[config.mk]
export PLATFORM = sky130hd
export DESIGN_NAME = ppi_group_ctrl
export DESIGN_NICKNAME = d
export VERILOG_FILES = /design/src/rtl/ppi_pkg.sv /design/src/rtl/ppi_edge_sync.sv /design/src/rtl/ppi_group_ctrl.sv
export SDC_FILE = /design/constraint.sdc
export NUM_CORES = 1
export LEC_CHECK = 0
export BUFFER_PORTS_ARGS = -buffer_cell sky130_fd_sc_hd__clkbuf_2
export CAP_MARGIN = 0
export CORE_MARGIN = 2
export CORE_UTILIZATION = 50
export CTS_CLUSTER_SIZE = 20
export DETAILED_ROUTE_END_ITERATION = 8
export GPL_TIMING_DRIVEN = 0
export PLACE_DENSITY = 0.81
export SLEW_MARGIN = 20
export SYNTH_ARGS = -nofsm -noshare
export SYNTH_HDL_FRONTEND = slang
export SYNTH_HIERARCHICAL = 1
export SYNTH_SLANG_ARGS = --single-unit
[constraint.sdc]
create_clock -name Clock -period 4.7 [get_ports Clock]
set_input_delay 0.47 -clock Clock [delete_from_list [all_inputs] [get_ports Clock]]
set_output_delay 0.47 -clock Clock [all_outputs]
set_load 0.02 [all_outputs]
[src/rtl/ppi_pkg.sv]
// ppi_pkg: shared definitions for the PPI port-group controller.
//   ppi_state_e - handshake FSM states (input uses IDLE/STROBED/FULL,
//                 output uses IDLE/FULL/ACKED)
//   CTRL_ADDR   - register address of the control word / BSR
//   CW_*        - bit positions inside the control word
package ppi_pkg;

  typedef enum logic [1:0] {
    ST_IDLE,
    ST_STROBED,
    ST_FULL,
    ST_ACKED
  } ppi_state_e;

  localparam logic [1:0] CTRL_ADDR = 2'b11;

  localparam int unsigned CW_MODESET = 7;
  localparam int unsigned CW_MODE    = 2;
  localparam int unsigned CW_DIR     = 1;

endpackage

[src/rtl/ppi_edge_sync.sv]
// ppi_edge_sync: two-flop synchroniser for an asynchronous active-low pin,
// followed by an edge detector.
//   clk  - sampling clock
//   rst  - synchronous active-high reset, presets the chain to 1 (pin idle)
//   din  - asynchronous pin
//   fall - one-cycle pulse, pin went 1->0
//   rise - one-cycle pulse, pin went 0->1
// The pulses are valid during the second cycle after the pin edge, so the
// consuming logic acts on the third rising edge.
module ppi_edge_sync (
  input  logic clk,
  input  logic rst,
  input  logic din,
  output logic fall,
  output logic rise
);

  logic s1, s2, s3;

  always_ff @(posedge clk) begin
    if (rst) begin
      s1 <= 1'b1;
      s2 <= 1'b1;
      s3 <= 1'b1;
    end else begin
      s1 <= din;
      s2 <= s1;
      s3 <= s2;
    end
  end

  assign fall = s3 & ~s2;
  assign rise = ~s3 & s2;

endmodule

[src/rtl/ppi_group_ctrl.sv]
// ppi_group_ctrl: one 8255-style port group (data port + handshake + control).
//   Clock, Reset     - clock and synchronous active-high reset
//   Wr, Rd, Addr, Bus- CPU write/read strobes, register address, write data
//   PortIn           - external pin inputs
//   PortOut, PortDir - output latch (0 when input) and direction (1 = output)
//   RdData           - read data, registered the cycle after Rd
//   Stb_n, Ack_n     - asynchronous strobed-mode input strobe / output ack
//   Ibf, Obf_n, Intr - input buffer full, output buffer full (low), interrupt
//   Mode             - 0 basic I/O, 1 strobed I/O
//   Ovr              - sticky overrun flag, present only with PPI_OVERRUN_FLAG_EN
module ppi_group_ctrl
  import ppi_pkg::*;
#(
  parameter int unsigned PORT_W    = 8,
  parameter logic [1:0]  PORT_ADDR = 2'b01,
  parameter int unsigned INTE_BIT  = 2
) (
  input  logic              Clock,
  input  logic              Reset,
  input  logic              Wr,
  input  logic              Rd,
  input  logic [1:0]        Addr,
  input  logic [7:0]        Bus,
  input  logic [PORT_W-1:0] PortIn,
  output logic [PORT_W-1:0] PortOut,
  output logic              PortDir,
  output logic [PORT_W-1:0] RdData,
  input  logic              Stb_n,
  input  logic              Ack_n,
  output logic              Ibf,
  output logic              Obf_n,
  output logic              Intr,
  output logic              Mode
`ifdef PPI_OVERRUN_FLAG_EN
  ,
  output logic              Ovr
`endif
);

  logic stb_fall, stb_rise, ack_fall, ack_rise;

  ppi_edge_sync u_stb_sync (
    .clk (Clock),
    .rst (Reset),
    .din (Stb_n),
    .fall(stb_fall),
    .rise(stb_rise)
  );

  ppi_edge_sync u_ack_sync (
    .clk (Clock),
    .rst (Reset),
    .din (Ack_n),
    .fall(ack_fall),
    .rise(ack_rise)
  );

  logic [PORT_W-1:0] bus_ext;

  if (PORT_W > 8) begin : g_wide
    assign bus_ext = {{(PORT_W-8){1'b0}}, Bus};
  end else begin : g_narrow
    assign bus_ext = Bus[PORT_W-1:0];
  end

  logic wr_ctrl, wr_port, rd_port, modeset, bsr_hit;

  assign wr_ctrl = Wr && (Addr == CTRL_ADDR);
  assign wr_port = Wr && (Addr == PORT_ADDR);
  assign rd_port = Rd && (Addr == PORT_ADDR);
  assign modeset = wr_ctrl && Bus[CW_MODESET];
  assign bsr_hit = wr_ctrl && !Bus[CW_MODESET] && (Bus[3:1] == 3'(INTE_BIT));

  ppi_state_e        state_q, state_d;
  logic [PORT_W-1:0] latch_q, latch_d;
  logic [PORT_W-1:0] rddata_q, rddata_d;
  logic              mode_q, mode_d;
  logic              dir_q, dir_d;
  logic              inte_q, inte_d;
  logic              ibf_q, ibf_d;
  logic              obfn_q, obfn_d;
  logic              intr_q, intr_d;
`ifdef PPI_OVERRUN_FLAG_EN
  logic              ovr_q, ovr_d;
`endif

  always_ff @(posedge Clock) begin
    if (Reset) begin
      state_q  <= ST_IDLE;
      latch_q  <= '0;
      rddata_q <= '0;
      mode_q   <= 1'b0;
      dir_q    <= 1'b0;
      inte_q   <= 1'b0;
      ibf_q    <= 1'b0;
      obfn_q   <= 1'b1;
      intr_q   <= 1'b0;
`ifdef PPI_OVERRUN_FLAG_EN
      ovr_q    <= 1'b0;
`endif
    end else begin
      state_q  <= state_d;
      latch_q  <= latch_d;
      rddata_q <= rddata_d;
      mode_q   <= mode_d;
      dir_q    <= dir_d;
      inte_q   <= inte_d;
      ibf_q    <= ibf_d;
      obfn_q   <= obfn_d;
      intr_q   <= intr_d;
`ifdef PPI_OVERRUN_FLAG_EN
      ovr_q    <= ovr_d;
`endif
    end
  end

  always_comb begin
    state_d  = state_q;
    latch_d  = latch_q;
    rddata_d = rddata_q;
    mode_d   = mode_q;
    dir_d    = dir_q;
    inte_d   = inte_q;
    ibf_d    = ibf_q;
    obfn_d   = obfn_q;
    intr_d   = intr_q;
`ifdef PPI_OVERRUN_FLAG_EN
    ovr_d    = ovr_q;
`endif

    if (modeset) begin
      // Mode set takes priority: any handshake edge in the same cycle is dropped.
      mode_d  = Bus[CW_MODE];
      dir_d   = ~Bus[CW_DIR];
      inte_d  = 1'b0;
      ibf_d   = 1'b0;
      intr_d  = 1'b0;
      obfn_d  = 1'b1;
      state_d = ST_IDLE;
      latch_d = '0;
`ifdef PPI_OVERRUN_FLAG_EN
      ovr_d   = 1'b0;
`endif
    end else begin
      if (!mode_q) begin
        if (wr_port) latch_d = bus_ext;
        if (rd_port) rddata_d = dir_q ? latch_q : PortIn;
      end else if (!dir_q) begin
        if (rd_port) rddata_d = latch_q;
        case (state_q)
          ST_IDLE: if (stb_fall) begin
            latch_d = PortIn;
            ibf_d   = 1'b1;
            state_d = ST_STROBED;
          end
          ST_STROBED: if (stb_rise) begin
            intr_d  = inte_q;
            state_d = ST_FULL;
          end
          ST_FULL: if (rd_port) begin
            ibf_d   = 1'b0;
            intr_d  = 1'b0;
            state_d = ST_IDLE;
          end
          default: state_d = ST_IDLE;
        endcase
`ifdef PPI_OVERRUN_FLAG_EN
        if (stb_fall && ibf_q) ovr_d = 1'b1;
`endif
      end else begin
        if (rd_port) rddata_d = latch_q;
        if (wr_port) begin
          latch_d = bus_ext;
          obfn_d  = 1'b0;
          intr_d  = 1'b0;
          state_d = ST_FULL;
        end else begin
          case (state_q)
            ST_FULL: if (ack_fall) begin
              obfn_d  = 1'b1;
              state_d = ST_ACKED;
            end
            ST_ACKED: if (ack_rise) begin
              intr_d  = inte_q;
              state_d = ST_IDLE;
            end
            default: ;
          endcase
        end
      end

      // BSR is applied after the handshake so a clear in the same cycle wins.
      if (bsr_hit) begin
        inte_d = Bus[0];
        if (!Bus[0]) intr_d = 1'b0;
      end
    end
  end

  assign PortOut = dir_q ? latch_q : '0;
  assign PortDir = dir_q;
  assign RdData  = rddata_q;
  assign Ibf     = ibf_q;
  assign Obf_n   = obfn_q;
  assign Intr    = intr_q;
  assign Mode    = mode_q;
`ifdef PPI_OVERRUN_FLAG_EN
  assign Ovr     = ovr_q;
`endif

endmodule

==> results_dict.tcl <==
set metrics [dict create \
    status "finished clean" \
    clock-sinks 30 \
    cts_setup_buffers 0 \
    drc 0 \
    wl_per_cell_um 14.3 \
    fmax_mhz 477 \
    cp.depth 4 \
    post_cts_resized 0 \
    clock-root-buffer "clkbuf_4" \
    postLayoutCellArea_mm2 0.00199 \
    synth.avg_cell_area_um2 8.74 \
    gp_congestion 0.872 \
    power_density_mw_per_mm2 251 \
    layout.nets 269 \
    relSlewSlack 0.665 \
    worstSetupPathType "flip-flop to output port" \
    reg2reg_slack_ns 2.84 \
    hold_viol 0 \
    gr-usage-all-layers 0.224 \
    vias 1552 \
    power_frac_comb 0.140 \
    min_path_type "input port to flip-flop" \
    dpl_cell_area_mm2 0.00193 \
    cts_tree "yes" \
    tns_ns 0 \
    crit_path_end "PortOut[2]" \
    dp.cells 277 \
    grt.met3_usage 0.0525 \
    htree_levels 2 \
    finalMaxSlewViolations 0 \
    ys_types 44 \
    synth_ff_type "dfxtp_1" \
    power.internal_w 0.000365 \
    num_antenna_cells 0 \
    gr-usage-met1 0.312 \
    grt_max_degree 11 \
    cts_made_buffers 5 \
    use_met2 0.340 \
    clk_path_buf_depth 2 \
    grt.overflow.total 0 \
    firstDrtPassIters 4 \
    p_leak_nw 0.860 \
    final_cell_count_no_fill 285 \
    port_buffers 44 \
    ys_warn_count 6 \
    fillers 299 \
    clk_latency_ns 0.33 \
    fin_crit_ns 2.09 \
    synth.yosys.seq_area_share 0.364 \
    ios 45 \
    vdd_drop_max_uv 175 \
    syn2layout_area_growth_pct 20.3 \
    hpwlAfterDp_mm 3.20 \
    cap_violations 0 \
    path_delay_family "buffers and inverters" \
    die_h_um 61.5 \
    path_cells "buf_2 -> clkbuf_1 -> and2_1 -> clkbuf_2" \
    cp-end-kind "output port" \
    grt_pass1_vias 1312 \
    r2r_start "state_q[0]$_SDFFE_PP0P_" \
    synth_edf_count 0 \
    clkPwrFrac 0.319 \
    crit_path_max_incr_delay_ns 0.38 \
    ctsHoldBuffers 0 \
    mappedNetlistArea_mm2 0.00165 \
    rows 20 \
    dieArea_mm2 0.00378 \
    coreArea_mm2 0.00310 \
    clk_pin_slew_ns 0.09 \
    vias_per_cell 5.45 \
    drtAntennaViolNets 0 \
    drive_above_1_share 0.282 \
    min_period_over_period 0.446 \
    rr_endpoint "Intr$_SDFF_PP0_" \
    grt_pass1_wl_mm 6.13 \
    rr_worst_depth 6 \
    synth_largest_area_cell "dfxtp_1" \
    crit_start "PortDir$_SDFFE_PP0P_" \
    fin_worst_skew_ns 0.00968 \
    setup_violations 0 \
    rsz0062_at_grt "false" \
    synth-seq-cells 30 \
    synth_top_cells_by_area "dfxtp_1 36%, mux2i_1 7.3%, o21ai_0 5.5%, nand2_1 5.5%, a311oi_1 4.2%" \
    first_iter_violations 118 \
    die_x_um 61.5 \
    path_max_fanout 10 \
    routed_wl_mm 4.09 \
    top_usage_layer "met2" \
    critPathLaunchType "flip-flop" \
    p_switching_w 0.000134 \
    synth_fp_nets 218 \
    arrival_ns 1.62 \
    start_util 0.532 \
    crit_buf_inv 3 \
    switching_share 0.268 \
    yosysTopAreaCellShare 0.364 \
    tightest_slew_ns 0.502 \
    netlist_instances 189 \
    antenna_found_initial 0 \
    seq_power_share 0.541 \
    slowest_stage "clkbuf_1" \
    worstPathRequired_ns 4.23 \
    async_reset_ff_frac 0 \
]
kinds of logic (layout without fill, tap and decap cells):
group	count (synthesis)	count (layout)	synth area share
and+or+nand+nor	80	80	0.264
adders and majority gates	5	5	0.0379
AOI/OAI and AO/OA	47	47	0.210
buffers and inverters	14	66	0.0447
DFF	30	30	0.364
muxes	13	13	0.0795
metrics by stage:
stage               utilization  hold WS (ns)  power (W)  setup WS, ns
finish                    0.640         0.316   0.000498          2.61
global route              0.640         0.305   0.000521          2.49
floorplan                     -         0.383   0.000316          3.11
global placement          0.621         0.388   0.000342          2.92
detailed placement        0.621         0.395   0.000344          2.88
CTS                       0.640         0.312   0.000500          2.60
cell usage after synthesis, types with 4 or more instances:
| library cell | count |
|---|---|
| dfxtp_1 | 30 |
| o21ai_0 | 18 |
| ha_1 | 5 |
| nand2_1 | 24 |
| inv_1 | 4 |
| nor2b_1 | 7 |
| nor2_1 | 15 |
| a22o_1 | 6 |
| mux2i_1 | 12 |
| or2_1 | 6 |
| and2_1 | 8 |
| clkbuf_1 | 4 |
| a311oi_1 | 8 |
area by class of cell:
class	count	area [um2]	area share
multi-input cells	145	977	0.492
flip-flops and latches	30	601	0.302
repair buffers	44	220	0.111
plain buffers	10	58.8	0.0296
clock buffers	7	55.1	0.0277
well taps	44	55.1	0.0277
inverters	4	15.0	0.00756
clock inverters	1	5.00	0.00252
flip-flops by register name (all words and copies together), names as in the netlist:
name	cells
inte_q	1
Mode	1
u_stb_sync/s2	1
RdData	8
state_q	2
u_stb_sync/s1	1
u_ack_sync/s2	1
u_ack_sync/s3	1
Obf_n	1
latch_q	8
Intr	1
PortDir	1
u_stb_sync/s3	1
u_ack_sync/s1	1
Ibf	1
cell usage in the layout, fill, tap and decap left out, types with 2 or more instances in the layout:
cell | Yosys | layout
a21oi_1 | 3 | 3
ha_1 | 5 | 5
or2_1 | 6 | 6
a311oi_1 | 8 | 8
o21ai_0 | 18 | 18
nand2_1 | 24 | 24
clkbuf_1 | 4 | 5
nand3_1 | 2 | 2
inv_1 | 4 | 4
clkbuf_4 | 0 | 5
a22o_1 | 6 | 6
buf_4 | 3 | 3
nor2_1 | 15 | 15
mux2i_1 | 12 | 12
and2b_1 | 2 | 2
clkbuf_2 | 0 | 44
dfxtp_1 | 30 | 30
buf_2 | 2 | 2
a2111oi_2 | 2 | 2
nor2b_1 | 7 | 7
and2_1 | 8 | 8
a211oi_1 | 2 | 2
nor3_1 | 3 | 3
worst reg2reg max path, stage by stage (launching register included):
cell	delay, ns
dfxtp_1	0.48
inv_1	0.11
ha_1	0.32
nand3_1	0.10
a21boi_0	0.25
o21ai_0	0.14
a2111oi_2	0.37
power by group through the flow:
stage               combinational (W)  clock, W  sequential, W
CTS                         0.0000690  0.000162       0.000270
global route                0.0000756  0.000175       0.000271
floorplan                   0.0000369         0       0.000279
detailed placement          0.0000687         0       0.000275
global placement            0.0000676         0       0.000275
finish                      0.0000695  0.000159       0.000270
metal layers:
| metal | share of wire | up-vias | wire, um |
|---|---|---|---|
| met2 | 0.44 | 60 | 1800 |
| met4 | 0.016 | 0 | 64 |
| met1 | 0.47 | 711 | 1940 |
| met3 | 0.071 | 7 | 291 |
| li1 | - | 774 | - |
| met5 | 0 | - | 0 |
worst min path at each step:
stage,startpoint,endpoint,slack (ns),cells past startpoint
2_1_floorplan,u_ack_sync/s1$_SDFF_PP1_,u_ack_sync/s2$_SDFF_PP1_,0.38,1
3_3_place_gp,u_ack_sync/s1$_SDFF_PP1_,u_ack_sync/s2$_SDFF_PP1_,0.39,1
3_5_place_dp,u_stb_sync/s1$_SDFF_PP1_,u_stb_sync/s2$_SDFF_PP1_,0.40,1
4_1_cts,Stb_n,u_stb_sync/s1$_SDFF_PP1_,0.31,2
5_1_grt,Stb_n,u_stb_sync/s1$_SDFF_PP1_,0.30,2
6_report,Stb_n,u_stb_sync/s1$_SDFF_PP1_,0.32,2
Power figures use the tool's default switching activity.
